[src/rtl/c17_lane_array_bist_if.sv]
// Bus bundle for the c17 lane array: functional sample path plus BIST control/status.
// Fault-injection controls exist only when C17_FAULT_INJ_EN is defined.
interface c17_lane_array_bist_if #(
    parameter int LANES = 4
);
    logic                 mode;
    logic                 in_valid;
    logic [5*LANES-1:0]   in_data;
    logic                 out_valid;
    logic [2*LANES-1:0]   out_data;
    logic                 bist_start;
    logic                 bist_busy;
    logic                 bist_done;
    logic [15:0]          signature;
`ifdef C17_FAULT_INJ_EN
    logic                 fault_en;
    logic [3:0]           fault_lane;
    logic                 fault_bit;
    logic                 fault_val;

    modport master (
        output mode, in_valid, in_data, bist_start, fault_en, fault_lane, fault_bit, fault_val,
        input  out_valid, out_data, bist_busy, bist_done, signature
    );
    modport slave (
        input  mode, in_valid, in_data, bist_start, fault_en, fault_lane, fault_bit, fault_val,
        output out_valid, out_data, bist_busy, bist_done, signature
    );
`else
    modport master (
        output mode, in_valid, in_data, bist_start,
        input  out_valid, out_data, bist_busy, bist_done, signature
    );
    modport slave (
        input  mode, in_valid, in_data, bist_start,
        output out_valid, out_data, bist_busy, bist_done, signature
    );
`endif
endinterface

[src/rtl/c17_lane_array_bist.sv]
// Registered array of c17 lanes with LFSR-driven BIST and MISR signature compaction.
// Define C17_FAULT_INJ_EN to add stuck-at fault injection at the output-register input.
module c17_lane_array_bist #(
    parameter int          LANES    = 4,
    parameter int          PATTERNS = 256,
    parameter logic [15:0] SEED     = 16'hACE1
) (
    input logic                  clk,
    input logic                  rst_n,
    c17_lane_array_bist_if.slave bus
);
    // state | meaning
    // IDLE  | functional operation, BIST inactive
    // RUN   | one LFSR pattern applied to all lanes per cycle
    // FLUSH | two cycles draining the pipeline into the MISR
    // DONE  | signature final and frozen
    typedef enum logic [1:0] {IDLE, RUN, FLUSH, DONE} state_t;

    localparam int IW = 5 * LANES;
    localparam int OW = 2 * LANES;

    state_t        state_q, state_d;
    logic [15:0]   lfsr_q, lfsr_d;
    logic [15:0]   misr_q, misr_d;
    logic [15:0]   cnt_q, cnt_d;
    logic          busy_q, busy_d;
    logic          done_q, done_d;
    logic          mode_q, mode_d;
    logic [IW-1:0] in_q, in_d;
    logic [OW-1:0] out_q, out_d;
    logic          v1_q, v1_d, v2_q, v2_d;
    logic          bv1_q, bv1_d, bv2_q, bv2_d;

    logic [IW-1:0] pat;
    logic [OW-1:0] res;
    logic [15:0]   fold;
    logic          mode_chg;

    always_comb begin
        pat = '0;
        for (int k = 0; k < LANES; k++)
            for (int j = 0; j < 5; j++)
                pat[5*k+j] = lfsr_q[(5*k+j) % 16];
    end

    always_comb begin
        res = '0;
        for (int k = 0; k < LANES; k++) begin
            res[2*k]   = (in_q[5*k+3] & ~(in_q[5*k+4] & in_q[5*k+1])) | (in_q[5*k+4] & in_q[5*k+0]);
            res[2*k+1] = (in_q[5*k+3] | in_q[5*k+2]) & ~(in_q[5*k+4] & in_q[5*k+1]);
`ifdef C17_FAULT_INJ_EN
            if (bus.fault_en && (bus.fault_lane == 4'(k))) begin
                if (bus.fault_bit) res[2*k+1] = bus.fault_val;
                else               res[2*k]   = bus.fault_val;
            end
`endif
        end
    end

    // Output bits beyond 16 fold back onto the MISR inputs by XOR.
    always_comb begin
        fold = '0;
        for (int b = 0; b < OW; b++)
            fold[b % 16] = fold[b % 16] ^ out_q[b];
    end

    always_comb begin
        state_d  = state_q;
        lfsr_d   = lfsr_q;
        misr_d   = misr_q;
        cnt_d    = cnt_q;
        busy_d   = busy_q;
        done_d   = done_q;
        mode_d   = bus.mode;
        mode_chg = bus.mode ^ mode_q;
        v1_d     = bus.in_valid & ~bus.mode;
        in_d     = v1_d ? bus.in_data : in_q;
        v2_d     = v1_q & ~mode_chg;
        out_d    = (v1_q | bv1_q) ? res : out_q;
        bv1_d    = 1'b0;
        bv2_d    = bv1_q;

        if (bv2_q && (state_q == RUN || state_q == FLUSH))
            misr_d = {misr_q[0] ^ misr_q[2] ^ misr_q[3] ^ misr_q[5], misr_q[15:1]} ^ fold;

        case (state_q)
            IDLE, DONE: begin
                if (bus.mode && bus.bist_start) begin
                    state_d = RUN;
                    lfsr_d  = SEED;
                    misr_d  = '0;
                    cnt_d   = 16'(PATTERNS - 1);
                    busy_d  = 1'b1;
                    done_d  = 1'b0;
                end else if (!bus.mode) begin
                    state_d = IDLE;
                    done_d  = 1'b0;
                end
            end
            RUN, FLUSH: begin
                if (!bus.mode) begin
                    state_d = IDLE;
                    busy_d  = 1'b0;
                    done_d  = 1'b0;
                    misr_d  = '0;
                    bv2_d   = 1'b0;
                end else begin
                    if (state_q == RUN) begin
                        in_d   = pat;
                        bv1_d  = 1'b1;
                        lfsr_d = {lfsr_q[0] ^ lfsr_q[2] ^ lfsr_q[3] ^ lfsr_q[5], lfsr_q[15:1]};
                    end
                    if (cnt_q == 16'd0) begin
                        if (state_q == RUN) begin
                            state_d = FLUSH;
                            cnt_d   = 16'd1;
                        end else begin
                            state_d = DONE;
                            busy_d  = 1'b0;
                            done_d  = 1'b1;
                        end
                    end else begin
                        cnt_d = cnt_q - 16'd1;
                    end
                end
            end
            default: state_d = IDLE;
        endcase
    end

    always_ff @(posedge clk or negedge rst_n) begin
        if (!rst_n) begin
            state_q <= IDLE;
            lfsr_q  <= SEED;
            misr_q  <= '0;
            cnt_q   <= '0;
            busy_q  <= 1'b0;
            done_q  <= 1'b0;
            mode_q  <= 1'b0;
            in_q    <= '0;
            out_q   <= '0;
            v1_q    <= 1'b0;
            v2_q    <= 1'b0;
            bv1_q   <= 1'b0;
            bv2_q   <= 1'b0;
        end else begin
            state_q <= state_d;
            lfsr_q  <= lfsr_d;
            misr_q  <= misr_d;
            cnt_q   <= cnt_d;
            busy_q  <= busy_d;
            done_q  <= done_d;
            mode_q  <= mode_d;
            in_q    <= in_d;
            out_q   <= out_d;
            v1_q    <= v1_d;
            v2_q    <= v2_d;
            bv1_q   <= bv1_d;
            bv2_q   <= bv2_d;
        end
    end

    assign bus.out_valid = v2_q & ~bus.mode;
    assign bus.out_data  = out_q;
    assign bus.bist_busy = busy_q;
    assign bus.bist_done = done_q;
    assign bus.signature = misr_q;
endmodule

[src/flat_wrapper.sv]
// flat-port wrapper written by rule: the top's interface ports become plain ports
module c17_lane_array_bist_flat 
#(
    parameter int          LANES    = 4,
    parameter int          PATTERNS = 256,
    parameter logic [15:0] SEED     = 16'hACE1
)
  (clk, rst_n, bus_mode, bus_in_valid, bus_in_data, bus_bist_start, bus_out_valid, bus_out_data, bus_bist_busy, bus_bist_done, bus_signature);
  c17_lane_array_bist_if #(.LANES(LANES)) bus_i ();
  input logic clk;
  input logic rst_n;
  input wire logic [$bits(bus_i.mode)-1:0] bus_mode;
  input wire logic [$bits(bus_i.in_valid)-1:0] bus_in_valid;
  input wire logic [$bits(bus_i.in_data)-1:0] bus_in_data;
  input wire logic [$bits(bus_i.bist_start)-1:0] bus_bist_start;
  output wire logic [$bits(bus_i.out_valid)-1:0] bus_out_valid;
  output wire logic [$bits(bus_i.out_data)-1:0] bus_out_data;
  output wire logic [$bits(bus_i.bist_busy)-1:0] bus_bist_busy;
  output wire logic [$bits(bus_i.bist_done)-1:0] bus_bist_done;
  output wire logic [$bits(bus_i.signature)-1:0] bus_signature;
  assign bus_i.mode = bus_mode;
  assign bus_i.in_valid = bus_in_valid;
  assign bus_i.in_data = bus_in_data;
  assign bus_i.bist_start = bus_bist_start;
  assign bus_out_valid = bus_i.out_valid;
  assign bus_out_data = bus_i.out_data;
  assign bus_bist_busy = bus_i.bist_busy;
  assign bus_bist_done = bus_i.bist_done;
  assign bus_signature = bus_i.signature;
  c17_lane_array_bist #(.LANES(LANES), .PATTERNS(PATTERNS), .SEED(SEED)) u_core (.clk(clk), .rst_n(rst_n), .bus(bus_i));
endmodule
[config.mk]
export PLATFORM = sky130hd
export DESIGN_NAME = c17_lane_array_bist_flat
export DESIGN_NICKNAME = d
export VERILOG_FILES = /design/src/rtl/c17_lane_array_bist_if.sv /design/src/rtl/c17_lane_array_bist.sv /design/src/flat_wrapper.sv
export SDC_FILE = /design/constraint.sdc
export NUM_CORES = 1
export LEC_CHECK = 0
export CORE_UTILIZATION = 40
export CTS_CLUSTER_SIZE = 40
export DETAILED_ROUTE_END_ITERATION = 12
export DONT_BUFFER_PORTS = 1
export HOLD_SLACK_MARGIN = 0.02
export PLACE_DENSITY = 0.55
export SLEW_MARGIN = 20
export SYNTH_ARGS = -nofsm -noshare
export SYNTH_HDL_FRONTEND = slang
export SYNTH_SLANG_ARGS = --single-unit
[constraint.sdc]
create_clock -name clk -period 2.3 [get_ports clk]
set_input_delay 0.46 -clock clk [delete_from_list [all_inputs] [get_ports clk]]
set_output_delay 0.46 -clock clk [all_outputs]
set_load 0.005 [all_outputs]
==> impl_results.rst, run 1 <==
.. list-table::
   :header-rows: 1

   * - Metric
     - Value
   * - Pre-CTS WS
     - 0.124 ns
   * - Most used standard cells in the synthesized netlist
     - 87 x sky130_fd_sc_hd__nand2_1, 77 x sky130_fd_sc_hd__dfrtp_1, 38 x sky130_fd_sc_hd__nor2_1
   * - Die Span X
     - approximately 100 microns
   * - MaxCap Viol Count
     - 0
   * - Count of final hold-check violations
     - just over 80
   * - GRT Util Overall
     - 17.7%
   * - Mean post-synth cell area
     - roughly 9.5 sq um
   * - Dominant cell by count in the synthesized netlist
     - sky130_fd_sc_hd__nand2_1
   * - Number of distinct library cells after synthesis
     - 48
   * - Final #Nets
     - between 400 and 500
   * - Final antenna diode count
     - 0
   * - Starting density of the core
     - approximately two fifths
   * - Vias after detailed routing
     - just under 3000
   * - Routed len/inst
     - between 15 and 20 microns
   * - Setup total negative slack
     - 0 ns
   * - Final Instance Area
     - ~4300 sq um
   * - Placed Instance Area
     - about 4100 sq um
   * - Total Routed Length
     - around 8.6 mm
   * - Critical Path Start Type
     - register
   * - Fraction of layout cells with a size suffix above 1
     - a little under a tenth
   * - Top cell type by total area after synthesis
     - sky130_fd_sc_hd__dfrtp_1
   * - Upper clock frequency limit
     - around 480 MHz
   * - Core region area
     - about 10000 sq um
   * - Overflow left after global routing
     - 0
   * - Crit Path Category
     - register to register
   * - Number of enable-type register cells in the synthesized netlist
     - 0
   * - Routed Antenna Nets
     - 0
   * - Post-Syn Area
     - between 3000 and 4000 sq um
   * - Buffers from clock root to sink, at most
     - 2
   * - Smallest setup slack after layout
     - about 0.23 ns
   * - Time the final worst path needs with I/O delays and setup
     - just over 2 ns
   * - Power density over the cells
     - between 800 and 900 nW/um^2
   * - Die Y
     - about 100 microns
   * - Synthesized netlist cell count
     - between 400 and 500
   * - Cell-internal power
     - 2520 uW
   * - Worst supply voltage drop on vdd
     - approximately 0.00033 V
   * - Proportion of power drawn by combinational gates
     - 16.0%
   * - TritonCTS clock tree
     - done
   * - Clock group share of total power
     - between 20% and 30%
   * - Routability congestion estimate
     - ~0.76
   * - Clock tree sinks
     - 85
   * - Wire length of the first global-routing pass
     - between 10 and 15 mm
   * - Max-slew violation total from the final report
     - 0
   * - Via count of the first global-routing pass
     - around 2700
   * - Failing checks
     - negative hold slack
   * - Ys async rst share
     - between 90% and 100%
   * - Dpl hpwl
     - between 5 and 6 mm
   * - Outcome
     - complete, but fails checks
   * - Setup repair after global routing missed its margin
     - no
   * - Number of top-level pins
     - 52
   * - Worst hold path class
     - input pin to async pin
   * - Final Setup Violations
     - 0
   * - Total die area
     - 10400 sq um
   * - Largest net degree at the start of global routing
     - 86
   * - Initial DRC Count
     - approximately 130
   * - Worst EP required
     - about 2.5 ns
   * - Synth top area cells
     - sky130_fd_sc_hd__dfrtp_1 48%, sky130_fd_sc_hd__nand2_1 8.2%, sky130_fd_sc_hd__dfstp_2 5.3%
   * - Std cell rows
     - 36
   * - Number of remaining DRC errors
     - 0
   * - Post-synthesis register bit count
     - between 80 and 90
   * - Transition time at the pin with the least slew margin
     - ~0.94 ns
   * - Net count after synthesis
     - roughly 450
   * - Net switching power
     - 1070 uW
   * - Clock latency reported for the late side of the worst-skew pair
     - about 0.35 ns
   * - Area growth syn-to-layout
     - 7.44%
   * - Switching share of total power
     - slightly below 30%
   * - Clock transition at the registers of the reported paths
     - roughly 0.08 ns
   * - Data arrival at the endpoint of the critical path
     - ~2.3 ns
   * - Number of antenna violations at the first check in global routing
     - 0
   * - Number of buffers inserted during clock tree synthesis
     - 9
   * - Commonest register cell after synthesis
     - sky130_fd_sc_hd__dfrtp_1
   * - Biggest fanout along the worst timing path
     - 9
   * - Via-to-Cell Ratio
     - around 5.3
   * - Leakage power summed over all cells
     - 0.00180 uW
   * - H-Tree Level Count
     - 3
   * - Setup repair bufs after CTS
     - 0
   * - Synthesis Warnings
     - 0
   * - Master cell of the clock root buffer
     - sky130_fd_sc_hd__clkbuf_8
   * - Worst Skew
     - 0.0122 ns
   * - Flop pwr share
     - between 50% and 60%
   * - Final clock period utilization by the worst path
     - about nine tenths
   * - Sequential fraction of the synthesis area
     - a little over half
   * - Fraction of synthesized cell area taken by the top area cell type
     - between 40% and 50%
   * - Number of buffer cells added on primary ports
     - 0
   * - Drt pass-1 iters
     - 4
   * - Max-slew headroom at the worst pin
     - approximately 37%
   * - Nature of the critical path endpoint
     - register
   * - Worst hold slack after final layout
     - -0.201 ns
stage by stage:
step                std cells  util, %  power (uW)  hold slack [ns]
floorplan                 419        -        2480            0.164
global placement          539     42.1        2640            0.166
detailed placement        539     42.1        2660            0.166
CTS                       554     43.9        3640           -0.222
global route              554     44.0        3800           -0.229
finish                    554     44.0        3590           -0.201
power groups by stage:
stage	registers (uW)	logic [uW]	clock network, uW
after floorplan	1990	491	0
after global placement	2070	570	0
after detailed placement	2080	586	0
after CTS	2050	585	1010
after global routing	2080	655	1060
final	2040	576	968
repair_timing:
item / 4_1_cts / 5_1_grt
hold endpoints to repair: 85 / 85
setup endpoints to repair: 0 / 13
gates resized for setup: 0 / 2
cell usage in the layout, fill, tap and decap left out, drive strengths merged, types with 4 or more instances in the layout:
master | synthesis | layout
a31oi | 24 | 24
dfstp | 8 | 8
clkbuf | 15 | 12
inv | 12 | 12
o21ai | 24 | 24
a211oi | 9 | 9
a22oi | 4 | 4
dfrtp | 77 | 77
nor3 | 8 | 8
nand2 | 87 | 87
nand3 | 8 | 8
buf | 6 | 8
o22a | 7 | 7
xnor2 | 13 | 13
nor2b | 4 | 4
nor2 | 39 | 39
nand2b | 6 | 6
a22o | 8 | 8
a21oi | 24 | 24
registers in the layout, indices dropped and copies added (netlist names):
name	count
u_core.bus.bist_busy	1
u_core.bus.bist_done	1
u_core.bus.out_data	8
u_core.bus.signature	16
u_core.bv1_q	1
u_core.bv2_q	1
u_core.cnt_q	16
u_core.in_q	20
u_core.lfsr_q	16
u_core.mode_q	1
u_core.state_q	2
u_core.v1_q	1
u_core.v2_q	1
cell type report:
type                            count  area [sq um]
Multi-Input combinational cell    301          1700
Timing Repair Buffer                8          60.1
Clock buffer                       12           155
Fill cell                         995          5450
Sequential cell                    85          2140
Inverter                           12          45.0
Clock inverter                      3          21.3
Tap cell                          133           166
layer usage:
| metal | part of all wire, % | vias up | global-route usage, % | routed length (microns) |
|---|---|---|---|---|
| li1 | - | 1462 | - | - |
| met1 | 48 | 1402 | 25.0 | 4120 |
| met2 | 46 | 59 | 26.7 | 3930 |
| met3 | 4.4 | 11 | 4.10 | 379 |
| met4 | 1.5 | 0 | 6.59 | 131 |
| met5 | 0 | - | 0 | 0 |
worst max-delay path: stages (launching register included):
cell and delay (ns):
sky130_fd_sc_hd__dfrtp_1 0.43, sky130_fd_sc_hd__inv_1 0.07, sky130_fd_sc_hd__ha_1 0.23, sky130_fd_sc_hd__nor3b_1 0.28, sky130_fd_sc_hd__and4b_2 0.42, sky130_fd_sc_hd__nand3_4 0.16, sky130_fd_sc_hd__a21boi_1 0.17, sky130_fd_sc_hd__o211a_1 0.20
kinds of logic after synthesis:
kind of cell    share of synthesized area [%]
simple gates                             19.4
buf+inv                                  4.05
xor+xnor                                 3.29
compound gates                           18.7
flops                                    53.6
fa+ha+maj                               0.941
path summary, 6_finish.rpt:
kind	slack (ns)	to	from	depth (start not counted)
max	0.23	u_core.state_q[0]$_DFFE_PN0P_	u_core.cnt_q[0]$_DFFE_PN0P_	7
min in group clk	0.14	u_core.mode_q$_DFF_PN0_	bus_mode	0
max in group asynchronous	2.27	u_core.lfsr_q[7]$_DFFE_PN1P_	rst_n	0
min reg2reg	0.49	u_core.v2_q$_DFF_PN0_	u_core.v1_q$_DFF_PN0_	1
max reg2reg	0.23	u_core.state_q[0]$_DFFE_PN0P_	u_core.cnt_q[0]$_DFFE_PN0P_	7
min	-0.20	u_core.bus.signature[11]$_DFF_PN0_	rst_n	0
No activity file was read; power rests on OpenSTA's default activity.
==> run 2, diff against run 1 <==
--- a/config.mk
+++ b/config.mk
@@ -5,13 +5,14 @@
 export SDC_FILE = /design/constraint.sdc
 export NUM_CORES = 1
 export LEC_CHECK = 0
+export ABC_CLOCK_PERIOD_IN_PS = 2300
 export CORE_UTILIZATION = 40
 export CTS_CLUSTER_SIZE = 40
 export DETAILED_ROUTE_END_ITERATION = 12
 export DONT_BUFFER_PORTS = 1
 export HOLD_SLACK_MARGIN = 0.02
 export PLACE_DENSITY = 0.55
-export SLEW_MARGIN = 20
+export SLEW_MARGIN = 0
 export SYNTH_ARGS = -nofsm -noshare
 export SYNTH_HDL_FRONTEND = slang
 export SYNTH_SLANG_ARGS = --single-unit
==> results of run 2 <==
Final layout, timing and power as in run 1 (identical DEF).
==> run 3, diff against run 2 <==
--- a/config.mk
+++ b/config.mk
@@ -6,12 +6,14 @@
 export NUM_CORES = 1
 export LEC_CHECK = 0
 export ABC_CLOCK_PERIOD_IN_PS = 2300
+export CAP_MARGIN = 20
 export CORE_UTILIZATION = 40
 export CTS_CLUSTER_SIZE = 40
 export DETAILED_ROUTE_END_ITERATION = 12
 export DONT_BUFFER_PORTS = 1
 export HOLD_SLACK_MARGIN = 0.02
 export PLACE_DENSITY = 0.55
+export SETUP_SLACK_MARGIN = 0.5
 export SLEW_MARGIN = 0
 export SYNTH_ARGS = -nofsm -noshare
 export SYNTH_HDL_FRONTEND = slang
==> run 3 against run 2 <==
Against the previous run:
- the run still ends with negative hold slack left
- fmax up 13%
- via count rose by 3.4%
- critical path depth unchanged
- flip-flop and latch count unchanged
- clock skew fell by 0.0061 ns
- sequential power about the same
- total power grew 5.8%
- register-to-register slack improved by 0.23 ns
- clock power is 15% higher
- clock-buffer cell count increased by 3
- die area is the same
- hold slack worse by 0.0046 ns
- largest cell class unchanged
==> impl_results.rst, run 3 (synthesized netlist as in run 1, its figures left out) <==
.. list-table::
   :header-rows: 1

   * - Metric
     - Value
   * - Upper clock frequency limit
     - 544 MHz (+13%)
   * - Worst Skew
     - 0.00618 ns (-0.00606 ns)
   * - Sequential cell area
     - 2140 sq um (unchanged)
   * - Worst reg2reg path depth
     - 7 (unchanged)
   * - Crit Path Category
     - register to register
   * - Via count of the first global-routing pass
     - 2874 (+6.6%)
   * - Worst R2R End
     - u_core.cnt_q[13]$_DFFE_PN0P_
   * - Drt pass-1 iters
     - 4 (unchanged)
   * - Biggest fanout along the worst timing path
     - 12 (+3)
   * - Worst EP required
     - 2.58 ns (+0.04 ns)
   * - Count of final hold-check violations
     - 77 (-6.1%)
   * - Master cell of the clock root buffer
     - sky130_fd_sc_hd__clkbuf_8
   * - Proportion of power drawn by combinational gates
     - 17.1% (+1.1 points)
   * - Routed Antenna Nets
     - 0 (unchanged)
   * - Setup repair after global routing missed its margin
     - yes
   * - MaxCap Viol Count
     - 0 (unchanged)
   * - Worst hold slack after final layout
     - -0.205 ns (-0.00460 ns)
   * - Initial DRC Count
     - 134 (+5.5%)
   * - Number of top-level pins
     - 52 (unchanged)
   * - Routability congestion estimate
     - 0.784 (+3.0%)
   * - Final #Nets
     - 462 (+3.8%)
   * - Reg2reg setup slack
     - 0.46 ns (+0.23 ns)
   * - Area growth syn-to-layout
     - 14.3%
   * - Buffers from clock root to sink, at most
     - 2 (unchanged)
   * - Dpl hpwl
     - 5.91 mm (-0.70%)
   * - GRT Util Overall
     - 18.9% (+1.2 points)
   * - H-Tree Level Count
     - 3 (unchanged)
   * - Failing checks
     - negative hold slack
   * - Final clock period utilization by the worst path
     - 79.9% (-10 points)
   * - Data arrival at the endpoint of the critical path
     - 2.12 ns (-0.19 ns)
   * - Worst path cell trace
     - inv_2, ha_4, buf_4, nand2b_1, a21o_2, or3_1, nand3_1
   * - Count of buffering cells on the critical path with inverters included
     - 2 (+1)
   * - Post-placement cell count
     - 540 (+0.19%)
   * - Via-to-Cell Ratio
     - 5.30 (+0.15%)
   * - Number of antenna violations at the first check in global routing
     - 0 (unchanged)
   * - Nature of the critical path endpoint
     - register
   * - Worst supply voltage drop on vdd
     - 0.000360 V (+8.9%)
   * - Clock tree sinks
     - 85 (unchanged)
   * - Largest net degree at the start of global routing
     - 86 (unchanged)
   * - Overflow left after global routing
     - 0 (unchanged)
   * - Fill cells
     - 948 (-4.7%)
   * - Core region area
     - 9730 sq um (unchanged)
   * - Placed Instance Area
     - 4110 sq um (+0.24%)
   * - Clock transition at the registers of the reported paths
     - 0.08 ns (about the same)
   * - Max-slew violation total from the final report
     - 0 (unchanged)
   * - Transition time at the pin with the least slew margin
     - 0.629 ns (-0.310 ns)
   * - Library cell contributing the largest single delay on the critical path
     - sky130_fd_sc_hd__dfrtp_1
   * - Leakage power summed over all cells
     - 0.00191 uW (+6.5%)
   * - Cell-internal power
     - 2710 uW (+7.4%)
   * - Total Routed Length
     - 9.10 mm (+6.3%)
   * - Critical Path Start Type
     - register
   * - Final Instance Area
     - 4560 sq um (+6.4%)
   * - Std cell rows
     - 36 (unchanged)
   * - Commonest non-fill, non-tap cell in the layout
     - sky130_fd_sc_hd__nand2_1
   * - Final antenna diode count
     - 0 (unchanged)
   * - Clock group share of total power
     - 29.3% (+2.3 points)
   * - Power density over the cells
     - 833 nW/um^2 (-0.58%)
   * - Vias after detailed routing
     - 3034 (+3.4%)
   * - Die Span X
     - 102 microns (unchanged)
   * - Fraction of layout cells with a size suffix above 1
     - 16.9% (+7.4 points)
   * - Starting density of the core
     - 41.0% (unchanged)
   * - Routed len/inst
     - 15.9 microns (+3.0%)
   * - Largest register by flop count
     - u_core.in_q
   * - Flop pwr share
     - 53.6% (-3.4 points)
   * - Wire length of the first global-routing pass
     - 14.9 mm (+6.1%)
   * - Kind of cell with the highest combined delay on the critical path
     - simple AND/OR/NAND/NOR gates
   * - Final Setup Violations
     - 0 (unchanged)
   * - Net switching power
     - 1090 uW (+2.0%)
   * - Number of buffers inserted during clock tree synthesis
     - 9 (unchanged)
   * - Worst hold path class
     - input pin to async pin
   * - Most frequent cells in the layout
     - 85 x sky130_fd_sc_hd__nand2_1, 77 x sky130_fd_sc_hd__dfrtp_1, 36 x sky130_fd_sc_hd__nor2_1, 23 x sky130_fd_sc_hd__a31oi_1, 23 x sky130_fd_sc_hd__o21ai_0
   * - Time the final worst path needs with I/O delays and setup
     - 1.84 ns (-0.232 ns)
   * - Outcome
     - complete, but fails checks
   * - Number of buffer cells added on primary ports
     - 0 (unchanged)
   * - Total die area
     - 10400 sq um (unchanged)
   * - Die Y
     - 102 microns (unchanged)
   * - Max-slew headroom at the worst pin
     - 58.0% (+21 points)
   * - TritonCTS clock tree
     - done
   * - Max reg flops
     - 20 (unchanged)
   * - Worst stage delay on the critical path
     - 0.41 ns (-0.02 ns)
   * - Number of remaining DRC errors
     - 0 (unchanged)
   * - Area taken by multi-input logic gates
     - 1800 sq um (+5.7%)
   * - Clock latency reported for the late side of the worst-skew pair
     - 0.35 ns (about the same)
   * - Cell Count, Final, Fillers Out
     - 572 (+3.2%)
   * - Setup total negative slack
     - 0 ns (unchanged)
   * - Beginning of the worst register-to-register path
     - u_core.state_q[0]$_DFFE_PN0P_
   * - Switching share of total power
     - 28.7% (-1.1 points)
-- run 3: changes by cell type in the layout (fill, tap and decap cells not counted), moves of 3 or more --
cell,before,now
sky130_fd_sc_hd__a21oi_1,24,19
sky130_fd_sc_hd__a21oi_2,0,5
sky130_fd_sc_hd__buf_4,8,19
sky130_fd_sc_hd__buf_6,0,4
sky130_fd_sc_hd__inv_1,12,9
sky130_fd_sc_hd__inv_2,0,3
-- run 3: worst max-delay path by stage --
stage | from | to | slack, ns | cells past startpoint
2_1_floorplan | u_core.state_q[0]$_DFFE_PN0P_ | u_core.cnt_q[13]$_DFFE_PN0P_ | 0.52 | 7
3_3_place_gp | u_core.cnt_q[0]$_DFFE_PN0P_ | u_core.cnt_q[9]$_DFFE_PN0P_ | 0.23 | 7
3_5_place_dp | u_core.cnt_q[0]$_DFFE_PN0P_ | u_core.cnt_q[8]$_DFFE_PN0P_ | 0.14 | 7
4_1_cts | u_core.cnt_q[1]$_DFFE_PN0P_ | u_core.cnt_q[13]$_DFFE_PN0P_ | 0.49 | 6
5_1_grt | u_core.state_q[0]$_DFFE_PN0P_ | u_core.cnt_q[1]$_DFFE_PN0P_ | 0.39 | 7
6_report | u_core.state_q[0]$_DFFE_PN0P_ | u_core.cnt_q[13]$_DFFE_PN0P_ | 0.46 | 7
-- run 3: power by group through the flow --
stage | sequential, uW | combinational (uW) | clock [uW]
floorplan | 1990 | 492 | 0
CTS | 2040 | 636 | 1140
global route | 2080 | 739 | 1190
detailed placement | 2070 | 589 | 0
global placement | 2070 | 575 | 0
finish | 2040 | 649 | 1110
-- run 3: metal layers --
layer / GRT usage [%] / wire length [microns]
met4: 7.91 / 159
met2: 28.3 / 4250
met3: 3.76 / 356
met1: 26.7 / 4330
met5: 0 / 0
-- run 3: repair_timing --
action	in CTS	in global routing
buffers inserted	11	4
pin swaps	6	2
hold endpoints to repair	85	85
gates cloned	1	0
gates resized for setup	10	18
setup endpoints to repair	29	40
-- run 3: cell type report --
cell class	count	area share, %
Inverter	12	0.988
Clock buffer	15	3.87
Timing Repair Buffer	24	4.56
Sequential cell	85	46.9
Multi-Input combinational cell	302	39.4
Clock inverter	1	0.659
Tap cell	133	3.65
-- run 3: stage by stage --
| step | util [%] | power [uW] | setup slack, ns | hold WS (ns) |
|---|---|---|---|---|
| 6_report | 46.8 | 3800 | 0.462 | -0.205 |
| 5_1_grt | 46.8 | 4010 | 0.393 | -0.228 |
| 4_1_cts | 45.8 | 3810 | 0.490 | -0.220 |
| 3_5_place_dp | 42.2 | 2660 | 0.136 | 0.166 |
| 3_3_place_gp | 42.2 | 2650 | 0.230 | 0.166 |
| 2_1_floorplan | - | 2480 | 0.517 | 0.164 |
